## config.mk

```make
export PLATFORM = sky130hd
export DESIGN_NAME = mod_accum_4027
export DESIGN_NICKNAME = d
export VERILOG_FILES = /design/src/rtl/mod_accum_4027.sv
export SDC_FILE = /design/constraint.sdc
export NUM_CORES = 1
export LEC_CHECK = 0
export CAP_MARGIN = 20
export CELL_PAD_IN_SITES_DETAIL_PLACEMENT = 2
export CELL_PAD_IN_SITES_GLOBAL_PLACEMENT = 2
export CORE_ASPECT_RATIO = 0.75
export CORE_MARGIN = 10
export CORE_UTILIZATION = 38
export DETAILED_ROUTE_END_ITERATION = 7
export DONT_BUFFER_PORTS = 1
export GPL_ROUTABILITY_DRIVEN = 0
export PLACE_DENSITY_LB_ADDON = 0.05
export SLEW_MARGIN = 20
export SYNTH_ARGS = -nofsm -noshare
export SYNTH_HDL_FRONTEND = slang
export SYNTH_SLANG_ARGS = --single-unit
```

## constraint.sdc

```tcl
create_clock -name clk -period 5.9 [get_ports clk]
set_clock_uncertainty 0.1 [all_clocks]
set_input_delay 1.18 -clock clk [delete_from_list [all_inputs] [get_ports clk]]
set_output_delay 1.18 -clock clk [all_outputs]
set_load 0.005 [all_outputs]
```

## src/rtl/mod_accum_4027.sv

```systemverilog
// Streaming modular accumulator: sums FRAME_LEN residues mod Q and emits one reduced sum per
// frame over valid/ready handshakes on both sides.
module mod_accum_4027 #(
    parameter int unsigned Q         = 4027,
    parameter int unsigned FRAME_LEN = 16,
    parameter int unsigned CNT_W     = 8
) (
    input  logic        clk,
    input  logic        rst,
    input  logic        in_valid,
    output logic        in_ready,
    input  logic [11:0] in_data,
    output logic        out_valid,
    input  logic        out_ready,
    output logic [11:0] out_data,
    output logic        range_err
);

    localparam logic [11:0]      QV       = 12'(Q);
    localparam logic [12:0]      QS       = 13'(Q);
    localparam logic [CNT_W-1:0] LAST_CNT = CNT_W'(FRAME_LEN - 1);
    localparam bit               SINGLE   = (FRAME_LEN == 1);

    typedef enum logic [0:0] {StAcc, StHold} state_e;

    state_e           state_q, state_d;
    logic [11:0]      acc_q, acc_d;
    logic [CNT_W-1:0] cnt_q, cnt_d;
    logic [11:0]      out_data_q, out_data_d;
    logic             range_err_q, range_err_d;

    logic        in_fire, out_fire, in_high;
    logic [11:0] x, r;
    logic [12:0] s;

    always_ff @(posedge clk) begin
        if (rst) begin
            state_q     <= StAcc;
            acc_q       <= '0;
            cnt_q       <= '0;
            out_data_q  <= '0;
            range_err_q <= 1'b0;
        end else begin
            state_q     <= state_d;
            acc_q       <= acc_d;
            cnt_q       <= cnt_d;
            out_data_q  <= out_data_d;
            range_err_q <= range_err_d;
        end
    end

    // Q > 2048 guarantees one conditional subtract reduces any 12-bit value or 13-bit sum.
    always_comb begin
        in_high = (in_data >= QV);
        x       = in_high ? (in_data - QV) : in_data;
        s       = {1'b0, acc_q} + {1'b0, x};
        r       = (s >= QS) ? 12'(s - QS) : s[11:0];
    end

    always_comb begin
        out_valid = (state_q == StHold);
        // In HOLD a new sample may only enter in the same cycle the pending result leaves.
        in_ready  = (state_q == StAcc) ? 1'b1 : out_ready;
        out_data  = out_data_q;
        range_err = range_err_q;
        in_fire   = in_valid & in_ready;
        out_fire  = out_valid & out_ready;
    end

    always_comb begin
        state_d     = state_q;
        acc_d       = acc_q;
        cnt_d       = cnt_q;
        out_data_d  = out_data_q;
        range_err_d = range_err_q | (in_fire & in_high);

        unique case (state_q)
            StAcc: begin
                if (in_fire) begin
                    if (cnt_q == LAST_CNT) begin
                        out_data_d = r;
                        acc_d      = '0;
                        cnt_d      = '0;
                        state_d    = StHold;
                    end else begin
                        acc_d = r;
                        cnt_d = cnt_q + CNT_W'(1);
                    end
                end
            end
            StHold: begin
                if (out_fire) begin
                    if (in_fire) begin
                        if (SINGLE) begin
                            out_data_d = x;
                        end else begin
                            acc_d   = x;
                            cnt_d   = CNT_W'(1);
                            state_d = StAcc;
                        end
                    end else begin
                        state_d = StAcc;
                    end
                end
            end
            default: state_d = StAcc;
        endcase
    end

endmodule

```

==> results_dict.tcl, run 1 <==
set metrics [dict create \
    status "finished, final reports clean" \
    grt_max_degree 33 \
    wl_per_cell_um 21.4 \
    static-leakage-power_nw 1.14 \
    synth_top_area_frac 0.243 \
    grt-busiest-layer "met2" \
    slowest_delay_ps 400 \
    rsz0062_at_grt "no" \
    die-height_um 94.3 \
    met1_usage 0.239 \
    synth_cell_type_count 70 \
    dpl_worst_slack_ps 445 \
    min_period_over_period 0.886 \
    grt_pass1_wl_um 15700 \
    detail_route.wirelength_um 9560 \
    ios 31 \
    core.rowCount 27 \
    worstPathArrival_ps 5320 \
    grt_pass1_vias 2751 \
    nets 379 \
    floorplan.initialDensity 0.385 \
    postCtsResizedCells 0 \
    syn-cell-area_um2 2800 \
    synth_area_leaders "dfxtp_1, ha_1, nor2_1, a21oi_1, xnor2_1" \
    slew_headroom 0.490 \
    fin_crit_ps 5230 \
    async_reset_ff_frac 0 \
    cp_slowest_cell "fa_1" \
    crit_required_ps 5990 \
    synthToLayoutAreaGrowth_pct 6.57 \
    synth_edf_count 0 \
    ys_ff_latch 34 \
    crit_chain "ha_1 > o2111a_1 > o2111ai_1 > buf_4 > xnor2_1 > ha_1 > inv_1 > fa_1 > and2b_1 > o2111ai_2 > nand4b_1 > nand2_1 > xnor2_2 > a41oi_2 > buf_4 > or3_1 > a311oi_1" \
    use_met2 0.275 \
    htreeDepth 2 \
    synth_area_leader_cell "dfxtp_1" \
    n_antenna_cell 0 \
    synth.yosys.seq_area_share 0.243 \
    crit_type "in -> reg" \
    port_buffers 0 \
    grt_overflow 0 \
    timing.final.ws_setup_ps 671 \
    dieWidth_um 119 \
    dp_cells 440 \
    hp-class "reg -> reg" \
    irDropWorstVdd_uv 124 \
    synth_fp_nets 380 \
    maxClockFrequency_mhz 191 \
    ctsLongestPathBuffers 2 \
    coreArea_um2 7260 \
    cts_setup_buffers 0 \
    hold_viol_final 0 \
    cts_root_buf "clkbuf_8" \
    drc 0 \
    maxCapViolCount 0 \
    met3_usage 0.0432 \
    final_cells 447 \
    cts.clk_slew.worst_paths_ps 100 \
    cts_tree "done" \
    drt-pass1-iter-count 4 \
    layout_common_cells "nor2_1, dfxtp_1, a21oi_1" \
    grt_use_total 0.173 \
    tns_ps 0 \
    insertion_delay_ps 300 \
    tightest_slew_ps 765 \
    endpoint_kind "register" \
    num_vias 2644 \
    cts.sinks 34 \
    hold_buffers 0 \
    hpwl_um 7470 \
    slew_viol_final 0 \
    drtIter0Drc 169 \
    antenna_left 0 \
    layout_commonest_cell "nor2_1" \
    synth_top_flop_cell "dfxtp_1" \
    grt_antenna_before_repair 0 \
    vias_per_cell 5.91 \
    die_area_um2 11200 \
    power.density_nw_per_um2 342 \
    avgSynthCellArea_um2 8.07 \
    final-setup-viol-count 0 \
    critical_path_peak_fanout 15 \
    synth_warnings 0 \
    drive_gt1_frac 0.101 \
    cp-start-kind "primary input" \
    numCtsBuffers 5 \
    synth_cells 347 \
]
cells by family after synthesis:
kind of cell	after synthesis	synth area share
buffers and inverters	25	0.0384
muxes	9	0.0331
and+or+nand+nor	142	0.265
adders and majority gates	17	0.0787
DFF	34	0.243
AOI/OAI and AO/OA	98	0.262
xor gates and xnor gates	22	0.0796
worst max-delay path, delay by kind of cell:
kind	cells	cell delay, ps
compound gates	5	1210
simple gates	4	1000
fa+ha+maj	3	850
buf+inv	3	540
xor+xnor	2	530
routing by layer:
| metal | part of all wire | wire, um | up-vias |
|---|---|---|---|
| li1 | - | - | 1275 |
| met1 | 0.49 | 4670 | 1315 |
| met5 | 0 | 0 | - |
| met3 | 0.047 | 445 | 8 |
| met4 | 0.0060 | 57 | 0 |
| met2 | 0.46 | 4390 | 46 |
synthesized netlist by cell type (5+ instances only):
library cell   n
nor2_1        50
o21ai_0       12
xnor2_1       10
or3_1          5
dfxtp_1       34
nand2b_1       6
inv_1         10
nand3_1       16
a311oi_1       6
xor2_1         8
clkbuf_1      10
mux2i_1        7
nor3_1         7
ha_1          16
a21oi_1       20
nand2_1       18
and2_1         8
a211oi_1       9
o211ai_1       7
path summary, 6_finish.rpt:
kind	from	endpoint	slack, ps	depth (start not counted)
max	in_data[0]	out_data[4]	670	17
min	acc_q[8]	acc_q[8]	390	2
max reg2reg	acc_q[0]	out_data[4]	2260	12
min reg2reg	acc_q[8]	acc_q[8]	390	2
registers in the layout, summed over array words and instances, names as in the netlist:
register   flops
acc_q         12
cnt_q          8
out_valid      1
out_data      12
range_err      1
report_power, final:
part / switching (mW) / internal [mW] / total (mW) / leakage [nW]
registers: 0.0126 / 0.249 / 0.262 / 0.277
logic: 0.364 / 0.218 / 0.582 / 0.820
clock network: 0.0970 / 0.0795 / 0.177 / 0.0438
stage by stage:
stage / util / area (um2) / total power, mW / hold WS, ps
finish: 0.411 / 2980 / 1.02 / 388
global route: 0.411 / 2980 / 1.10 / 417
CTS: 0.411 / 2980 / 1.02 / 387
detailed placement: 0.400 / 2900 / 0.846 / 374
global placement: 0.400 / 2900 / 0.829 / 360
floorplan: - / 2800 / 0.712 / 351
cell type report:
| type | instances | area [um2] |
|---|---|---|
| well taps | 101 | 126 |
| flip-flops and latches | 34 | 681 |
| fillers | 845 | 4280 |
| clock inverters | 2 | 10.0 |
| repair buffers | 6 | 45.0 |
| inverters | 11 | 41.3 |
| multi-input cells | 288 | 2010 |
| clock buffers | 5 | 68.8 |
Note: power is estimated with default switching activity, not from simulation.
==> run 2: changes to the inputs <==
--- a/config.mk
+++ b/config.mk
@@ -14,6 +14,7 @@
 export DETAILED_ROUTE_END_ITERATION = 7
 export DONT_BUFFER_PORTS = 1
 export GPL_ROUTABILITY_DRIVEN = 0
+export HOLD_SLACK_MARGIN = 0.1
 export PLACE_DENSITY_LB_ADDON = 0.05
 export SLEW_MARGIN = 20
 export SYNTH_ARGS = -nofsm -noshare
==> constraint.sdc (replaced) <==
create_clock -name clk -period 5.3 [get_ports clk]
set_clock_uncertainty 0.1 [all_clocks]
set_input_delay 1.06 -clock clk [delete_from_list [all_inputs] [get_ports clk]]
set_output_delay 1.06 -clock clk [all_outputs]
set_load 0.005 [all_outputs]
==> run 2 against run 1 <==
  * Core utilization rose by 0.79 points
  * First-iteration DRC count fell by 21%
  * Via count rose by 1.9%
  * Worst hold slack got worse by 2.9 ps
  * Setup slack got worse by 350 ps
  * Critical path depth did not move
  * Combinational power rose by 19%
  * Clock-buffer cell count rose by 2
  * Flip-flop and latch count did not move
  * Register-to-register slack got worse by 490 ps
  * Sequential power rose by 11%
  * Final area rose by 1.9%
  * Critical path type unchanged
==> results_dict.tcl, run 2 (synthesized netlist as in run 1, its figures left out) <==
set metrics [dict create \
    core.rowCount 27 \
    coreArea_um2 7260 \
    slew_headroom 0.480 \
    synthToLayoutAreaGrowth_pct 8.63 \
    hp-class "reg -> reg" \
    numCtsBuffers 5 \
    drt-pass1-iter-count 4 \
    final_cells 454 \
    top_layer "met4" \
    cts.sinks 34 \
    grt_use_total 0.180 \
    layout_common_cells "nor2_1, dfxtp_1, a21oi_1" \
    n_antenna_cell 0 \
    critical_path_peak_fanout 19 \
    combPwrFrac 0.577 \
    dieWidth_um 119 \
    status "finished, final reports clean" \
    maxClockFrequency_mhz 201 \
    hold_viol_final 0 \
    min_period_over_period 0.940 \
    cts_tree "done" \
    internal_power_uw 651 \
    ios 31 \
    final-setup-viol-count 0 \
    drtIter0Drc 133 \
    port_buffers 0 \
    power.density_nw_per_um2 394 \
    die_area_um2 11200 \
    hold_ws_ps 385 \
    cp-start-kind "primary input" \
    insertion_delay_ps 300 \
    crit_type "in -> reg" \
    die-height_um 94.3 \
    rsz0062_at_grt "no" \
    maxCapViolCount 0 \
    worstPathArrival_ps 5070 \
    place_area_um2 2950 \
    postCtsResizedCells 0 \
    detail_route.wirelength_um 9940 \
    num_vias 2695 \
    cts.clk_slew.worst_paths_ps 80 \
    antenna_left 0 \
    vias_per_cell 5.94 \
    power_frac_seq 0.243 \
    grt_max_degree 33 \
    endpoint_kind "register" \
    dp_cells 446 \
    grt_pass1_vias 2862 \
    nets 385 \
    cts_root_buf "clkbuf_8" \
    ctsLongestPathBuffers 2 \
    wl_met2_um 4590 \
    switching_share 0.457 \
    tightest_slew_ps 780 \
    slew_viol_final 0 \
    drive_gt1_frac 0.116 \
    layout_commonest_cell "nor2_1" \
    grt_overflow 0 \
    tns_ps 0 \
    hpwl_um 7710 \
    grt_pass1_wl_um 16100 \
    crit_required_ps 5390 \
    fillerInstances 850 \
    cts_setup_buffers 0 \
    met3_length_um 580 \
    static-leakage-power_nw 1.17 \
    dpl_worst_slack_ps 53.5 \
    drc 0 \
    grt_antenna_before_repair 0 \
    final_area_um2 3040 \
    fin_crit_ps 4980 \
    timing.final.ws_setup_ps 321 \
    htreeDepth 2 \
    met1_length_um 4660 \
    p_switching_uw 549 \
    hold_buffers 0 \
    wl_per_cell_um 21.9 \
    floorplan.initialDensity 0.385 \
    irDropWorstVdd_uv 149 \
    p_clk_frac 0.180 \
]
run 2: cell types whose count changed in the layout (fill, tap and decap cells not counted), sizes merged:
cell / previous run / this run
clkinv: 2 / 1
buf: 6 / 12
clkbuf: 5 / 7
run 2: worst paths after layout:
| path | depth (start not counted) | start | slack [ps] | endpoint |
|---|---|---|---|---|
| max reg2reg | 12 | acc_q[0] | 1770 | out_data[4] |
| min reg2reg | 2 | acc_q[8] | 390 | acc_q[8] |
| max | 17 | in_data[0] | 320 | out_data[4] |
| min | 2 | acc_q[8] | 390 | acc_q[8] |
run 2: per-stage QoR:
| stage | total power [mW] | utilization |
|---|---|---|
| 2_1_floorplan | 0.793 | - |
| 3_3_place_gp | 0.957 | 0.406 |
| 3_5_place_dp | 0.976 | 0.406 |
| 4_1_cts | 1.20 | 0.419 |
| 5_1_grt | 1.29 | 0.419 |
| 6_report | 1.20 | 0.419 |
run 2: metal layers:
layer	global-route usage	up-vias
li1	-	1298
met1	0.236	1328
met2	0.299	58
met3	0.0372	11
met4	0.0385	0
met5	0	-
run 2: area by class of cell:
type	instances	area, um2	area share
Clock buffer	7	86.3	0.0284
Sequential cell	34	681	0.224
Clock inverter	1	5.00	0.00165
Inverter	11	41.3	0.0136
Timing Repair Buffer	12	90.1	0.0296
Multi-Input combinational cell	288	2010	0.661
Tap cell	101	126	0.0416
run 2: worst max-delay path: stages:
cell,delay [ps]
ha_1,220
o2111a_1,270
o2111ai_1,180
buf_4,190
xnor2_1,150
ha_1,260
inv_1,70
fa_1,400
and2b_1,260
o22a_1,230
xor2_2,280
and4_1,250
o21a_2,180
a41oi_2,120
buf_4,250
or3_1,390
a311oi_1,310
run 2: power by group through the flow:
| stage | sequential (mW) | combinational, mW | clock [mW] |
|---|---|---|---|
| global placement | 0.297 | 0.660 | 0 |
| global route | 0.294 | 0.763 | 0.233 |
| finish | 0.292 | 0.692 | 0.215 |
| CTS | 0.292 | 0.687 | 0.223 |
| floorplan | 0.293 | 0.500 | 0 |
| detailed placement | 0.297 | 0.678 | 0 |
==> run 3: changes to the inputs <==
--- a/config.mk
+++ b/config.mk
@@ -11,6 +11,7 @@
 export CORE_ASPECT_RATIO = 0.75
 export CORE_MARGIN = 10
 export CORE_UTILIZATION = 38
+export CTS_BUF_LIST = sky130_fd_sc_hd__clkbuf_8 sky130_fd_sc_hd__clkbuf_16
 export DETAILED_ROUTE_END_ITERATION = 7
 export DONT_BUFFER_PORTS = 1
 export GPL_ROUTABILITY_DRIVEN = 0
==> run 3 against run 2 <==
  * Setup slack hardly changed
  * Critical path type unchanged
  * Via count unchanged
  * Largest cell class unchanged
  * Clock power barely moved
  * Worst hold slack about the same
==> results_dict.tcl, run 3 (synthesized netlist as in run 1, its figures left out) <==
set metrics [dict create \
    drtIter0Drc 133 \
    drt-pass1-iter-count 4 \
    grt_overflow 0 \
    worstPathArrival_ps 5070 \
    synthToLayoutAreaGrowth_pct 8.63 \
    slowest_delay_ps 400 \
    endpoint_kind "register" \
    irDropWorstVdd_uv 149 \
    layout_commonest_cell "nor2_1" \
    die-height_um 94.3 \
    crit_required_ps 5390 \
    wl_per_cell_um 21.9 \
    port_buffers 0 \
    nets 385 \
    crit_type "in -> reg" \
    num_vias 2695 \
    n_antenna_cell 0 \
    grt_pass1_vias 2862 \
    htreeDepth 2 \
    fin_crit_ps 4980 \
    static-leakage-power_nw 1.18 \
    status "finished, final reports clean" \
    grt_max_degree 33 \
    ctsLongestPathBuffers 2 \
    final-setup-viol-count 0 \
    rsz0062_at_grt "no" \
    critical_path_buf_inv_count 3 \
    cts.clk_slew.worst_paths_ps 80 \
    cts.sinks 34 \
    slew_viol_final 0 \
    drc 0 \
    maxCapViolCount 0 \
    wl_met2_um 4590 \
    met3_length_um 580 \
    cp_slowest_cell "fa_1" \
    hold_viol_final 0 \
    postCtsResizedCells 0 \
    vias_per_cell 5.94 \
    floorplan.initialDensity 0.385 \
    top_layer "met4" \
    cp-start-kind "primary input" \
    met1_length_um 4660 \
    maxClockFrequency_mhz 201 \
    hpwl_um 7710 \
    crit_chain "ha_1 > o2111a_1 > o2111ai_1 > buf_4 > xnor2_1 > ha_1 > inv_1 > fa_1 > and2b_1 > o22a_1 > xor2_2 > and4_1 > o21a_2 > a41oi_2 > buf_4 > or3_1 > a311oi_1" \
    core.rowCount 27 \
    ios 31 \
    grt_use_total 0.180 \
    grt_pass1_wl_um 16100 \
    fillerInstances 850 \
    dieWidth_um 119 \
    antenna_left 0 \
    drive_gt1_frac 0.116 \
    slew_headroom 0.480 \
    cts_setup_buffers 0 \
    critical_path_peak_fanout 19 \
    die_area_um2 11200 \
    total_power_mw 1.20 \
    grt_antenna_before_repair 0 \
    cts_root_buf "clkbuf_8" \
    cts_tree "done" \
    tns_ps 0 \
    hold_buffers 0 \
    power.density_nw_per_um2 394 \
    min_period_over_period 0.939 \
    path_delay_family "compound AO/OA/AOI/OAI gates" \
    hold_ws_ps 385 \
    detail_route.wirelength_um 9940 \
    hp-class "reg -> reg" \
    numCtsBuffers 5 \
    insertion_delay_ps 300 \
    layout_common_cells "nor2_1, dfxtp_1, a21oi_1" \
    tightest_slew_ps 780 \
    coreArea_um2 7260 \
]
-- run 3: cell types whose count changed in the layout (fill, tap and decap cells not counted), sizes merged --
cell    previous run  this run
clkbuf             7         6
inv               11        12
-- run 3: tightest hold or removal path, delay by kind of cell (launching register included) --
kind            cells  cell delay (ps)
flops               1              330
simple gates        1               60
compound gates      1               60
-- run 3: power breakdown --
group | switching [mW] | leakage [nW] | internal, mW
combinational | 0.424 | 0.849 | 0.268
sequential | 0.0144 | 0.277 | 0.277
clock | 0.110 | 0.0524 | 0.103
total | 0.549 | 1.18 | 0.649
-- run 3: layer usage --
metal  up-vias  track usage
li1       1298            -
met1      1328        0.236
met2        58        0.299
met3        11       0.0372
met4         0       0.0385
met5         -            0
-- run 3: metrics by stage --
step | worst slack, ps | cell area [um2] | instances | util
after CTS | 329 | 3040 | 454 | 0.419
after floorplan | 456 | 2800 | 347 | -
after global placement | 234 | 2950 | 446 | 0.406
after detailed placement | 53.5 | 2950 | 446 | 0.406
final | 321 | 3040 | 454 | 0.419
after global routing | 112 | 3040 | 454 | 0.419
-- run 3: path summary, 6_finish.rpt --
kind | startpoint | end | slack [ps] | cells after the start
max reg2reg | acc_q[0] | out_data[4] | 1770 | 12
min reg2reg | acc_q[8] | acc_q[8] | 390 | 2
min | acc_q[8] | acc_q[8] | 390 | 2
max | in_data[0] | out_data[4] | 320 | 17
-- run 3: final cells by class --
cell class / instances / area [um2] / area share
flip-flops and latches: 34 / 681 / 0.224
repair buffers: 12 / 90.1 / 0.0296
well taps: 101 / 126 / 0.0416
clock inverters: 2 / 8.76 / 0.00288
clock buffers: 6 / 82.6 / 0.0272
inverters: 11 / 41.3 / 0.0136
multi-input cells: 288 / 2010 / 0.661
